$ cat src/rtl/conv_fmap_writer.sv
// -----------------------------------------------------------------------------
// conv_fmap_writer
//
// Write side of the conv feature-map RAM. It takes a pixel-major stream of
// convolution results: all NUM_FILTERS results for one window position arrive
// back to back, and window positions arrive in raster order. Each result goes
// through an optional ReLU. It is then stored in the filter-major layout that
// the pooling reader expects:
//    addr = f*OUT_H*OUT_W + r*OUT_W + c
// A one-cycle done pulse follows the last write, so pooling can start on a
// complete frame.
//
// Ports
//    clk        in   clock, rising edge
//    rst_n      in   asynchronous active-low reset
//    start      in   arms a new frame (honoured only in IDLE)
//    valid_in   in   data_in holds a conv result
//    data_in    in   signed conv result, DATA_WIDTH bits
//    ready_in   out  accepting results (high only in RUN, combinational)
//    ram_we     out  one-cycle write strobe per stored word
//    ram_addr   out  32-bit RAM word address
//    ram_wdata  out  RAM write data (after ReLU)
//    done       out  one-cycle pulse, one cycle after the final write
//    busy       out  high while in RUN or FINISH
//    overflow   out  sticky: valid_in seen while IDLE; cleared by start
// -----------------------------------------------------------------------------
module conv_fmap_writer #(
   parameter int DATA_WIDTH  = 32,
   parameter int IMG_HEIGHT  = 28,
   parameter int IMG_WIDTH   = 28,
   parameter int NUM_FILTERS = 8,
   parameter bit RELU_EN     = 1'b1
) (
   input  logic                         clk,
   input  logic                         rst_n,
   input  logic                         start,
   input  logic                         valid_in,
   input  logic signed [DATA_WIDTH-1:0] data_in,
   output logic                         ready_in,
   output logic                         ram_we,
   output logic        [31:0]           ram_addr,
   output logic signed [DATA_WIDTH-1:0] ram_wdata,
   output logic                         done,
   output logic                         busy,
   output logic                         overflow
);

   localparam int OUT_H = IMG_HEIGHT - 2;
   localparam int OUT_W = IMG_WIDTH - 2;
   localparam int PLANE = OUT_H * OUT_W;

   localparam int F_W = (NUM_FILTERS > 1) ? $clog2(NUM_FILTERS) : 1;
   localparam int R_W = (OUT_H > 1) ? $clog2(OUT_H) : 1;
   localparam int C_W = (OUT_W > 1) ? $clog2(OUT_W) : 1;

   typedef enum logic [1:0] {
      S_IDLE   = 2'd0,
      S_RUN    = 2'd1,
      S_FINISH = 2'd2
   } state_e;

   state_e                       state_q, state_d;
   logic         [F_W-1:0]       f_q, f_d;
   logic         [R_W-1:0]       r_q, r_d;
   logic         [C_W-1:0]       c_q, c_d;
   logic                         we_q, we_d;
   logic         [31:0]          addr_q, addr_d;
   logic signed [DATA_WIDTH-1:0] wdata_q, wdata_d;
   logic                         done_q, done_d;
   logic                         ovf_q, ovf_d;

   logic                         accept;
   logic                         last_f, last_r, last_c;
   logic         [31:0]          addr_calc;
   logic signed [DATA_WIDTH-1:0] relu_data;

   assign accept = (state_q == S_RUN) && valid_in;
   assign last_f = (f_q == F_W'(NUM_FILTERS - 1));
   assign last_r = (r_q == R_W'(OUT_H - 1));
   assign last_c = (c_q == C_W'(OUT_W - 1));

   // The address is computed at full 32-bit width so a frame never wraps.
   assign addr_calc = 32'(f_q) * 32'(PLANE) + 32'(r_q) * 32'(OUT_W) + 32'(c_q);

   // The sign bit alone decides the ReLU clamp.
   assign relu_data = (RELU_EN && data_in[DATA_WIDTH-1]) ? '0 : data_in;

   // NOTE: every signal written here gets a default first. That way no path can
   // leave a signal unassigned, and no latch is inferred.
   always_comb begin
      state_d = state_q;
      f_d     = f_q;
      r_d     = r_q;
      c_d     = c_q;
      we_d    = 1'b0;
      addr_d  = addr_q;
      wdata_d = wdata_q;
      ovf_d   = ovf_q;
      // done is registered from the FINISH state. The pulse therefore lands on
      // the cycle after FINISH, together with the return to IDLE.
      done_d  = (state_q == S_FINISH);

      unique case (state_q)
         S_IDLE: begin
            if (start) begin
               state_d = S_RUN;
               f_d     = '0;
               r_d     = '0;
               c_d     = '0;
               ovf_d   = 1'b0;
            end else if (valid_in) begin
               ovf_d = 1'b1;
            end
         end
         S_RUN: begin
            if (accept) begin
               we_d    = 1'b1;
               addr_d  = addr_calc;
               wdata_d = relu_data;
               // The filter index moves fastest, then column, then row.
               if (last_f) begin
                  f_d = '0;
                  if (last_c) begin
                     c_d = '0;
                     r_d = last_r ? '0 : r_q + 1'b1;
                  end else begin
                     c_d = c_q + 1'b1;
                  end
               end else begin
                  f_d = f_q + 1'b1;
               end
               if (last_f && last_r && last_c) begin
                  state_d = S_FINISH;
               end
            end
         end
         S_FINISH: state_d = S_IDLE;
         default:  state_d = S_IDLE;
      endcase
   end

   // NOTE: sequential state uses non-blocking assignments only. All registers
   // then update together at the edge, whatever order they are written in.
   always_ff @(posedge clk or negedge rst_n) begin
      if (!rst_n) begin
         state_q <= S_IDLE;
         f_q     <= '0;
         r_q     <= '0;
         c_q     <= '0;
         we_q    <= 1'b0;
         addr_q  <= '0;
         wdata_q <= '0;
         done_q  <= 1'b0;
         ovf_q   <= 1'b0;
      end else begin
         state_q <= state_d;
         f_q     <= f_d;
         r_q     <= r_d;
         c_q     <= c_d;
         we_q    <= we_d;
         addr_q  <= addr_d;
         wdata_q <= wdata_d;
         done_q  <= done_d;
         ovf_q   <= ovf_d;
      end
   end

   // ready_in and busy are decoded straight from the state register. Reset
   // therefore drops them at once, without waiting for a clock edge.
   assign ready_in  = (state_q == S_RUN);
   assign busy      = (state_q != S_IDLE);
   assign ram_we    = we_q;
   assign ram_addr  = addr_q;
   assign ram_wdata = wdata_q;
   assign done      = done_q;
   assign overflow  = ovf_q;

endmodule

$ cat config.mk
export PLATFORM = sky130hd
export DESIGN_NAME = conv_fmap_writer
export DESIGN_NICKNAME = d
export VERILOG_FILES = /design/src/rtl/conv_fmap_writer.sv
export SDC_FILE = /design/constraint.sdc
export NUM_CORES = 1
export LEC_CHECK = 0
export BUFFER_PORTS_ARGS = -buffer_cell sky130_fd_sc_hd__buf_2
export CAP_MARGIN = 20
export CORE_MARGIN = 1.5
export CORE_UTILIZATION = 45
export DETAILED_ROUTE_END_ITERATION = 6
export GPL_ROUTABILITY_DRIVEN = 1
export PLACE_DENSITY = 0.79
export SYNTH_ARGS = -nofsm -noshare
export SYNTH_HDL_FRONTEND = slang
export SYNTH_SLANG_ARGS = --single-unit
$ cat constraint.sdc
create_clock -name clk -period 4.6 [get_ports clk]
set_clock_uncertainty 0.2 [all_clocks]
set_input_delay 0.23 -clock clk [delete_from_list [all_inputs] [get_ports clk]]
set_output_delay 0.23 -clock clk [all_outputs]
set_load 0.005 [all_outputs]
==> results.json, run 1 <==
{
  "status": "finished clean",
  "drive_gt1_frac": 0.2056,
  "syn_inst": 421,
  "reg2regPathDepth": 17,
  "leakagePower_nw": 2.493,
  "power_switching_w": 0.0007613,
  "cpMaxStageDelayCell": "fa_1",
  "crit_top_cell": "ha_1",
  "cp_num_cells": 17,
  "slew_violations": 0,
  "slowest_delay_ns": 0.54,
  "antenna_found_initial": 0,
  "post-route-min-period_ns": 4.265,
  "drt_iter0_markers": 78,
  "grt_pass1_wl_um": 13860,
  "internal_power_w": 0.001263,
  "swShare": 0.3761,
  "rsz0062_at_grt": "false",
  "ioPinCount": 105,
  "cts_buffer_depth": 2,
  "cts_tree": "built",
  "powerDensity_mw_per_mm2": 418.3,
  "syn_to_final_growth_pct": 24.45,
  "crit_required_ns": 4.61,
  "synth_top_cell_area_share": 0.4054,
  "path_cells": "ha_1, inv_1, fa_1, inv_1, ha_1, a21o_1, a21oi_1, o21bai_1, a21oi_1, xnor2_1, ha_1, ha_1, a211oi_1, o22ai_1, a21oi_1, xnor2_1, o21ai_1",
  "period_share": 0.9271,
  "cts_buffers": 9,
  "seq_power_share": 0.370,
  "maxSlewHeadroom": 0.4730,
  "die_h_um": 95.96,
  "cts_resized": 0,
  "min_from": "valid_in",
  "power_frac_clock": 0.241,
  "crit_start": "r_q[0]",
  "core.rowCount": 33,
  "async_reset_ff_frac": 1.000,
  "cp_max_fo": 9,
  "finalSetupTns_ns": 0,
  "dieArea_mm2": 0.009208,
  "yosysSeqAreaShare": 0.4054,
  "path_clk_slew_ns": 0.08,
  "first_pass_iters": 4,
  "hpwlAfterDp_um": 6072,
  "grt-ovfl-total": 0,
  "start_kind": "flip-flop",
  "holdCritPathClass": "in2reg",
  "synth_area_leaders": "dfrtp_1 41%, ha_1 13%, nand2_1 6.5%",
  "synth_top_area_cell": "dfrtp_1",
  "gp_congestion": 0.8919,
  "clockRootBuffer": "clkbuf_8",
  "die_width_um": 95.96,
  "grt_pass1_vias": 3169,
  "synth_warnings": 0,
  "synth_cell_types": 44,
  "finalSetupViolations": 0,
  "postCtsSetupRepairBufs": 0,
  "drc": 0,
  "track_usage": 0.1942,
  "ant_nets": 0,
  "hold_violations": 0,
  "worst_pin_slew_ns": 0.7905,
  "antenna_cells": 0,
  "wirelength_um": 8645,
  "max_cap_violations": 0,
  "synth-edff-count": 0,
  "core_mm2": 0.008299,
  "path_class": "reg2reg",
  "cp.arrival_ns": 4.27,
  "hold_depth": 2,
  "htreeDepth": 3,
  "via_count": 3225,
  "cp_top_family": "adder cells",
  "start_util": 0.4686,
  "ir_drop_uv": 249.5,
  "yosys_register_bits": 63,
  "r2r_start": "r_q[0]",
  "worst-path-buf-inv": 2,
  "place.port_buffers": 85,
  "max_freq_mhz": 234.5,
  "ys.flop_type": "dfrtp_1",
  "clk_latency_ns": 0.34,
  "avgSynthCellArea_um2": 9.237,
  "grt_max_degree": 64,
  "synth_area_mm2": 0.003889,
  "clock_sinks": 63,
  "wire_per_inst_um": 13.40,
  "p_comb_frac": 0.389,
  "end_kind": "flip-flop",
  "final_nets": 616,
  "post-route-util": 0.5831,
  "drt-vias-per-instance": 5.000
}
[final cells by class]
type | count | area, um2
clock buffer | 9 | 123.9
fill | 680 | 3460
inverter | 31 | 116.4
timing repair buffer | 120 | 770.7
tap | 105 | 131.4
sequential | 63 | 1577
clock inverter | 7 | 71.32
multi-input combinational | 310 | 2049
[per-layer routing]
metal  global-route usage  share of wire  up-vias
li1                     -              -     1588
met1               0.2205           0.44     1515
met2               0.3498           0.49      110
met3              0.05055          0.060       12
met4              0.06740          0.016        0
met5                    0              0        -
[cell families after synthesis]
| family | Yosys count | synth area share |
|---|---|---|
| DFF | 63 | 0.4054 |
| xor gates and xnor gates | 15 | 0.03378 |
| adders and majority gates | 45 | 0.1564 |
| other | 1 | 0.0009643 |
| buffers and inverters | 66 | 0.08494 |
| muxes | 2 | 0.005148 |
| and+or+nand+nor | 139 | 0.1776 |
| AOI/OAI and AO/OA | 90 | 0.1358 |
[path summary, 6_finish.rpt]
kind / to / slack (ns)
setup reg to reg: ram_addr[12] / 0.34
max in group asynchronous: overflow / 3.29
min in group asynchronous: ram_wdata[23] / 0.38
hold / removal: state_q[0] / 0.02
setup / recovery: ram_addr[12] / 0.34
hold reg to reg: ram_wdata[23] / 0.28
[power groups by stage]
stage / Clock, W / Combinational (W) / Sequential (W)
2_1_floorplan: 0 / 0.000539 / 0.000751
3_3_place_gp: 0 / 0.000731 / 0.000753
3_5_place_dp: 0 / 0.000758 / 0.000760
4_1_cts: 0.000492 / 0.000789 / 0.000750
5_1_grt: 0.000520 / 0.000914 / 0.000766
6_report: 0.000487 / 0.000788 / 0.000750
[state kept, by name (all words and copies together) (netlist names)]
| register | count |
|---|---|
| c_q | 5 |
| done | 1 |
| f_q | 3 |
| overflow | 1 |
| r_q | 5 |
| ram_addr | 14 |
| ram_wdata | 31 |
| ram_we | 1 |
| state_q | 2 |
[cell usage after synthesis, types with 2 or more instances]
master and n:
o21ai_1 11, ha_1 39, fa_1 6, nor2_1 16, a31oi_1 2, mux2i_1 2, nand2b_1 33, xor2_1 5
clkbuf_1 9, a22o_1 2, o31ai_1 5, a21o_1 4, o21bai_1 2, dfrtp_1 63, a211oi_1 3, buf_4 20
a21oi_1 18, nand2_1 67, nand4_1 6, inv_1 30, buf_2 6, nand3_1 2, nor2b_1 5, o21ai_0 36
xnor2_1 10
[stage by stage]
step / cells / cell area, um2 / worst slack (ns) / power [W] / hold WS (ns)
6_report: 645 / 4840 / 0.3351 / 0.002025 / 0.02167
5_1_grt: 645 / 4840 / 0.01232 / 0.002199 / 0.02018
4_1_cts: 645 / 4840 / 0.3317 / 0.002031 / 0.009508
3_5_place_dp: 596 / 4314 / 0.3518 / 0.001518 / 0.2458
3_3_place_gp: 596 / 4314 / 0.4822 / 0.001484 / 0.2367
2_1_floorplan: 439 / 3956 / 0.5876 / 0.001289 / -0.2656
[cells in the final DEF (no fill, tap or decap), drive strengths merged, types with 7 or more instances in the layout]
master        n
buf          87
dlygate4sd3  33
nand2b       33
nand4         7
conb         19
dfrtp        63
ha           39
a21oi        20
clkbuf        9
inv          32
nor2         16
o21ai        47
nand2        68
xnor2        10
[timing repair]
| item | 4_1_cts | 5_1_grt |
|---|---|---|
| hold buffers | 33 | 0 |
| endpoints found under the setup margin | 0 | 0 |
| endpoints found under the hold margin | 95 | 0 |
No activity file was read; power rests on OpenSTA's default activity.
==> run 2, diff against run 1 <==
Settings changed: ABC_AREA from default to 1, CORE_UTILIZATION 45 to 35, PLACE_DENSITY 0.79 to 0.66.
==> run 2 against run 1 <==
  * Cell area rose by 5.4%
  * Count of clock-buffer cells in the layout did not move
  * Synthesized area rose by 2.0%
  * Fmax rose by 12%
  * Worst setup slack improved by 0.45 ns
  * Sequential power rose by 22%
  * Combinational power rose by 100%
  * Critical path type unchanged
  * Largest cell class unchanged
  * Largest power group unchanged
==> results.json, run 2 <==
{
  "status": "finished clean",
  "clockRootBuffer": "clkbuf_16",
  "gr-usage-met1": 0.1874,
  "avgSynthCellArea_um2": 8.229,
  "leakagePower_nw": 2.842,
  "met3_usage": 0.03794,
  "hpwlAfterDp_um": 6313,
  "ant_nets": 0,
  "syn_inst": 482,
  "grt_pass1_vias": 3468,
  "synth_area_mm2": 0.003966,
  "finalSetupTns_ns": 0,
  "grt_max_degree": 64,
  "crit_required_ns": 4.62,
  "powerDensity_mw_per_mm2": 637.9,
  "async_reset_ff_frac": 1.000,
  "core.rowCount": 38,
  "final_cells": 745,
  "max_cap_violations": 0,
  "cts_resized": 0,
  "r2r_start": "r_q[0]",
  "use_met2": 0.2839,
  "crit_top_cell": "ha_1",
  "postCtsSetupRepairBufs": 0,
  "syn_to_final_growth_pct": 28.61,
  "antenna_found_initial": 0,
  "cts_buffers": 9,
  "clk_latency_ns": 0.33,
  "final_nets": 681,
  "path_class": "reg2reg",
  "synth_top_area_cell": "dfrtp_1",
  "dieArea_mm2": 0.01198,
  "synth_warnings": 0,
  "busiest_layer": "met2",
  "nFillCells": 1051,
  "post-route-min-period_ns": 3.817,
  "wire_per_inst_um": 11.77,
  "htreeDepth": 3,
  "rsz0062_at_grt": "false",
  "grt_pass1_wl_um": 15200,
  "cp.arrival_ns": 3.83,
  "largest_register_ff_count": 31,
  "path_clk_slew_ns": 0.06,
  "yosys_register_bits": 63,
  "cpMaxStageDelayCell": "fa_1",
  "gp_congestion": 0.8870,
  "die_width_um": 109.5,
  "synth_area_leaders": "dfrtp_1 40%, nand2_1 14%, ha_1 12%",
  "r2r_setup_slack_ns": 0.78,
  "holdCritPathClass": "in2reg",
  "synth_cell_types": 35,
  "yosysSeqAreaShare": 0.3975,
  "die_h_um": 109.5,
  "drc": 0,
  "wirelength_um": 8766,
  "final_common_cell": "nand2_1",
  "start_kind": "flip-flop",
  "start_util": 0.3627,
  "min_from": "valid_in",
  "dpl_cell_area_mm2": 0.004441,
  "yosys-top-cells-count": "147 x nand2_1, 63 x dfrtp_1, 54 x inv_1",
  "synth-edff-count": 0,
  "cp_top_family": "adder cells",
  "cp_max_fo": 7,
  "finalSetupViolations": 0,
  "slew_violations": 0,
  "final_area_mm2": 0.005101,
  "cts_buffer_depth": 2,
  "drt-vias-per-instance": 4.600,
  "synth_top_cell_area_share": 0.3975,
  "end_kind": "flip-flop",
  "drt_iter0_markers": 168,
  "first_pass_iters": 5,
  "slowest_delay_ns": 0.54,
  "ir_drop_uv": 294.2,
  "antenna_cells": 0,
  "path_cells": "ha_1, inv_1, fa_1, inv_1, ha_1, a21o_1, a31oi_1, xor2_1, inv_1, ha_1, ha_1, a21oi_1, nor2_1, nor2_1, nand3b_1, nand3_1, nand2_1",
  "track_usage": 0.1595,
  "period_share": 0.8298,
  "grt-ovfl-total": 0,
  "drive_gt1_frac": 0.1967,
  "core_mm2": 0.01094,
  "reg2regPathDepth": 17,
  "maxSlewHeadroom": 0.4156,
  "r2r-end": "ram_addr[10]",
  "dpl.cell_count": 696,
  "worst_pin_slew_ns": 0.8756,
  "via_count": 3427,
  "synth_most_common_cell": "nand2_1",
  "max_freq_mhz": 262.0,
  "hold_violations": 0,
  "ys.flop_type": "dfrtp_1",
  "clock_sinks": 63,
  "cts_tree": "built",
  "holdPathEnd": "overflow",
  "final_cell_mix": "147 x nand2_1, 85 x buf_2, 63 x dfrtp_1",
  "hold_depth": 3,
  "place.port_buffers": 85,
  "ioPinCount": 105,
  "worst-path-buf-inv": 3
}
==> run 2: cell count changes after synthesis, moves of 5 or more <==
cell	before	now
o31ai_1	5	0
nor2b_1	5	0
a21oi_1	18	9
o21ai_1	11	32
nand2b_1	33	0
nand3b_1	0	5
xnor2_1	10	3
nand3_1	2	26
nand2_1	67	147
inv_1	30	54
o21ai_0	36	15
clkbuf_1	9	3
==> run 2: final cells by class <==
type / instances / area, um2 / share of cell area
timing repair buffer: 121 / 778.2 / 0.1526
clock inverter: 7 / 105.1 / 0.02060
clock buffer: 9 / 225.2 / 0.04415
inverter: 58 / 226.5 / 0.04440
tap: 140 / 175.2 / 0.03434
sequential: 63 / 1577 / 0.3091
multi-input combinational: 347 / 2014 / 0.3949
==> run 2: worst register-to-register path, delay by kind of cell, from the launching register on <==
| kind | cells | cell delay [ns] |
|---|---|---|
| adder cells (fa/ha/maj) | 5 | 1.62 |
| AO/OA/AOI/OAI | 3 | 0.66 |
| flip-flops | 1 | 0.46 |
| AND/OR/NAND/NOR | 5 | 0.41 |
| buffers and inverters | 3 | 0.20 |
| XOR/XNOR | 1 | 0.16 |
==> run 2: kinds of logic (layout without fill, tap and decap cells) <==
family	count (synthesis)	after routing	share of synthesized area
adders and majority gates	45	45	0.1533
xor gates and xnor gates	9	9	0.01987
buffers and inverters	90	195	0.1117
other	1	19	0.0009455
AOI/OAI and AO/OA	64	64	0.08865
DFF	63	63	0.3975
and+or+nand+nor	210	210	0.2281
==> run 2: per-stage QoR <==
stage / power (W) / setup WS (ns) / hold slack, ns / utilization
final: 0.003254 / 0.7828 / 0.02001 / 0.4665
after CTS: 0.003287 / 0.7583 / 0.01881 / 0.4665
after floorplan: 0.002018 / 1.032 / -0.2656 / -
after global placement: 0.002437 / 0.8602 / 0.2349 / 0.4061
after detailed placement: 0.002471 / 0.7849 / 0.2360 / 0.4061
after global routing: 0.003575 / 0.4011 / 0.08386 / 0.4665
==> run 2: what timing repair did <==
action	4_1_cts	5_1_grt
hold endpoints to repair	95	0
setup endpoints to repair	0	0
hold buffers	33	0
==> run 2: worst max path at each step <==
stage	start	to	slack, ns	depth (start not counted)
finish	r_q[0]	ram_addr[10]	0.78	17
floorplan	r_q[2]	ram_addr[10]	1.03	17
global placement	r_q[1]	ram_addr[10]	0.86	17
CTS	r_q[0]	ram_addr[11]	0.76	15
detailed placement	r_q[0]	ram_addr[10]	0.78	17
global route	r_q[0]	ram_addr[10]	0.40	17
==> run 2: metal layers <==
layer	part of all wire	vias to the layer above	wire (um)
met5	0	-	0
met2	0.49	83	4289
met3	0.049	15	433
li1	-	1747	-
met1	0.44	1582	3895
met4	0.017	0	148
==> run 2: power breakdown <==
part | internal [W] | total [W] | switching [W]
sequential | 0.000763 | 0.000913 | 0.000150
combinational | 0.000651 | 0.00160 | 0.000945
clock | 0.000481 | 0.000746 | 0.000265
total | 0.00189 | 0.00325 | 0.00136
==> run 3, diff against run 2 <==
Settings changed: PLACE_DENSITY 0.66 to 0.68.
Clock period 4.6 ns to 3.15 ns, I/O delays scaled along.
==> run 3 against run 2 <==
  * The flow now finishes with violations (setup timing)
  * Worst setup slack worse by 1.2 ns
  * Register-to-register slack lost 1.2 ns
  * Die area unchanged
  * Sequential share of layout area shrank 3.2 points
  * Final cell count increased by 3.9%
  * Core utilization up 5.5 points
  * Via count increased by 4.5%
  * Critical endpoint is now ram_addr[11]
  * Highest routed layer unchanged
==> results.json, run 3 (same netlist as run 2, synthesis figures left out) <==
{
  "wire_per_inst_um": 13.30,
  "reg2regPathDepth": 16,
  "final_area_mm2": 0.005704,
  "crit_required_ns": 3.17,
  "power_frac_clock": 0.184,
  "final_cell_mix": "136 x nand2_1, 85 x buf_2, 61 x dfrtp_1",
  "syn_to_final_growth_pct": 43.82,
  "cp_max_fo": 5,
  "track_usage": 0.1610,
  "dp_slack_ns": -0.3664,
  "path_cells": "buf_6, ha_4, inv_4, fa_1, buf_4, fa_2, o21ai_2, xor2_1, ha_1, ha_4, nand2_2, nand2_2, a21oi_4, nand4_1, nand3_2, nand2_1",
  "core_mm2": 0.01094,
  "r2r_setup_slack_ns": -0.42,
  "period_share": 1.134,
  "violations": "setup timing",
  "cts_buffer_depth": 2,
  "hold_violations": 0,
  "finalSetupViolations": 8,
  "place.port_buffers": 85,
  "gr-usage-met1": 0.1983,
  "clockRootBuffer": "clkbuf_16",
  "nFillCells": 953,
  "p_comb_frac": 0.592,
  "seq_power_share": 0.224,
  "swShare": 0.4163,
  "die_h_um": 109.5,
  "slew_violations": 0,
  "r2r-end": "ram_addr[11]",
  "total_power_w": 0.005952,
  "fin_ws_ns": -0.4216,
  "clock_sinks": 63,
  "cp_top_family": "adder cells",
  "holdPathEnd": "f_q[2]",
  "dpl_cell_area_mm2": 0.004726,
  "hold_depth": 4,
  "largest_register_ff_count": 31,
  "cts_tree": "built",
  "ioPinCount": 105,
  "via_count": 3582,
  "path_class": "reg2reg",
  "finalSetupTns_ns": -2.344,
  "maxSlewHeadroom": 0.4374,
  "final_common_cell": "nand2_1",
  "gp_congestion": 0.8739,
  "final_nets": 710,
  "grt-ovfl-total": 0,
  "leakagePower_nw": 3.041,
  "whs_ns": 0.05470,
  "antenna_cells": 0,
  "rsz0062_at_grt": "true",
  "start_util": 0.3627,
  "core.rowCount": 38,
  "first_pass_iters": 4,
  "power_switching_w": 0.002478,
  "cp.arrival_ns": 3.60,
  "path_clk_slew_ns": 0.06,
  "grt_pass1_wl_um": 15110,
  "drive_gt1_frac": 0.3249,
  "holdCritPathClass": "in2reg",
  "end_kind": "flip-flop",
  "r2r_start": "r_q[1]",
  "hpwlAfterDp_um": 6681,
  "start_kind": "flip-flop",
  "post-route-min-period_ns": 3.572,
  "worst_pin_slew_ns": 0.8430,
  "ir_drop_uv": 583.8,
  "drt_iter0_markers": 222,
  "drt-vias-per-instance": 4.628,
  "grt_pass1_vias": 3326,
  "htreeDepth": 3,
  "status": "finished with violations",
  "drc": 0,
  "max_cap_violations": 0,
  "antenna_found_initial": 0,
  "wirelength_um": 10300,
  "met3_usage": 0.03853,
  "grt_max_degree": 83,
  "internal_power_w": 0.003474,
  "dieArea_mm2": 0.01198,
  "worst-path-buf-inv": 3,
  "cpMaxStageDelayCell": "dfrtp_2",
  "busiest_layer": "met2",
  "ant_nets": 0,
  "min_from": "valid_in",
  "die_width_um": 109.5,
  "clk_latency_ns": 0.33,
  "slowest_delay_ns": 0.45,
  "use_met2": 0.2728,
  "powerDensity_mw_per_mm2": 1043,
  "cts_buffers": 9,
  "max_freq_mhz": 280.0
}
-- run 3: power groups by stage --
stage	Sequential, W	Clock, W	Combinational, W
finish	0.00133	0.00110	0.00352
global route	0.00138	0.00116	0.00390
CTS	0.00132	0.00112	0.00307
detailed placement	0.00133	0	0.00283
global placement	0.00130	0	0.00278
floorplan	0.00133	0	0.00192
-- run 3: worst max-delay path by stage --
stage,start,endpoint,slack (ns),depth (start not counted)
6_report,r_q[1],ram_addr[11],-0.42,16
5_1_grt,r_q[1],ram_addr[11],-0.57,17
4_1_cts,r_q[1],ram_addr[12],-0.35,20
3_5_place_dp,r_q[1],ram_addr[11],-0.37,18
3_3_place_gp,r_q[1],ram_addr[11],-0.27,18
2_1_floorplan,r_q[2],ram_addr[11],-0.18,18
-- run 3: worst reg2reg max path, cell delays in order, from the launching register on --
cell and delay [ns]:
dfrtp_2 0.45, buf_6 0.14, ha_4 0.16, inv_4 0.05
fa_1 0.43, buf_4 0.15, fa_2 0.36, o21ai_2 0.13
xor2_1 0.17, ha_1 0.28, ha_4 0.26, nand2_2 0.08
nand2_2 0.08, a21oi_4 0.22, nand4_1 0.17, nand3_2 0.11
nand2_1 0.05
-- run 3: final cells by class --
class / instances / area, um2 / area share
clock buffer: 9 / 225.2 / 0.03948
clock inverter: 7 / 102.6 / 0.01799
inverter: 58 / 229.0 / 0.04014
multi-input combinational: 347 / 2380 / 0.4172
sequential: 63 / 1579 / 0.2768
tap: 140 / 175.2 / 0.03071
timing repair buffer: 150 / 1013 / 0.1777
-- run 3: per-layer routing --
| layer | vias up | part of all wire |
|---|---|---|
| li1 | 1811 | - |
| met1 | 1646 | 0.44 |
| met2 | 109 | 0.48 |
| met3 | 16 | 0.055 |
| met4 | 0 | 0.019 |
| met5 | - | 0 |
-- run 3: stage by stage --
stage | instances | util
6_report | 774 | 0.5216
5_1_grt | 774 | 0.5216
4_1_cts | 771 | 0.5032
3_5_place_dp | 718 | 0.4322
3_3_place_gp | 718 | 0.4322
2_1_floorplan | 500 | -
-- run 3: timing repair --
item                                    4_1_cts  5_1_grt
cloned                                        0        0
gates resized for setup                      19       35
endpoints found under the setup margin        8       10
hold buffers                                 34        0
pin swaps                                    22       12
hold endpoints to repair                     97        0
setup buffers                                 3        3
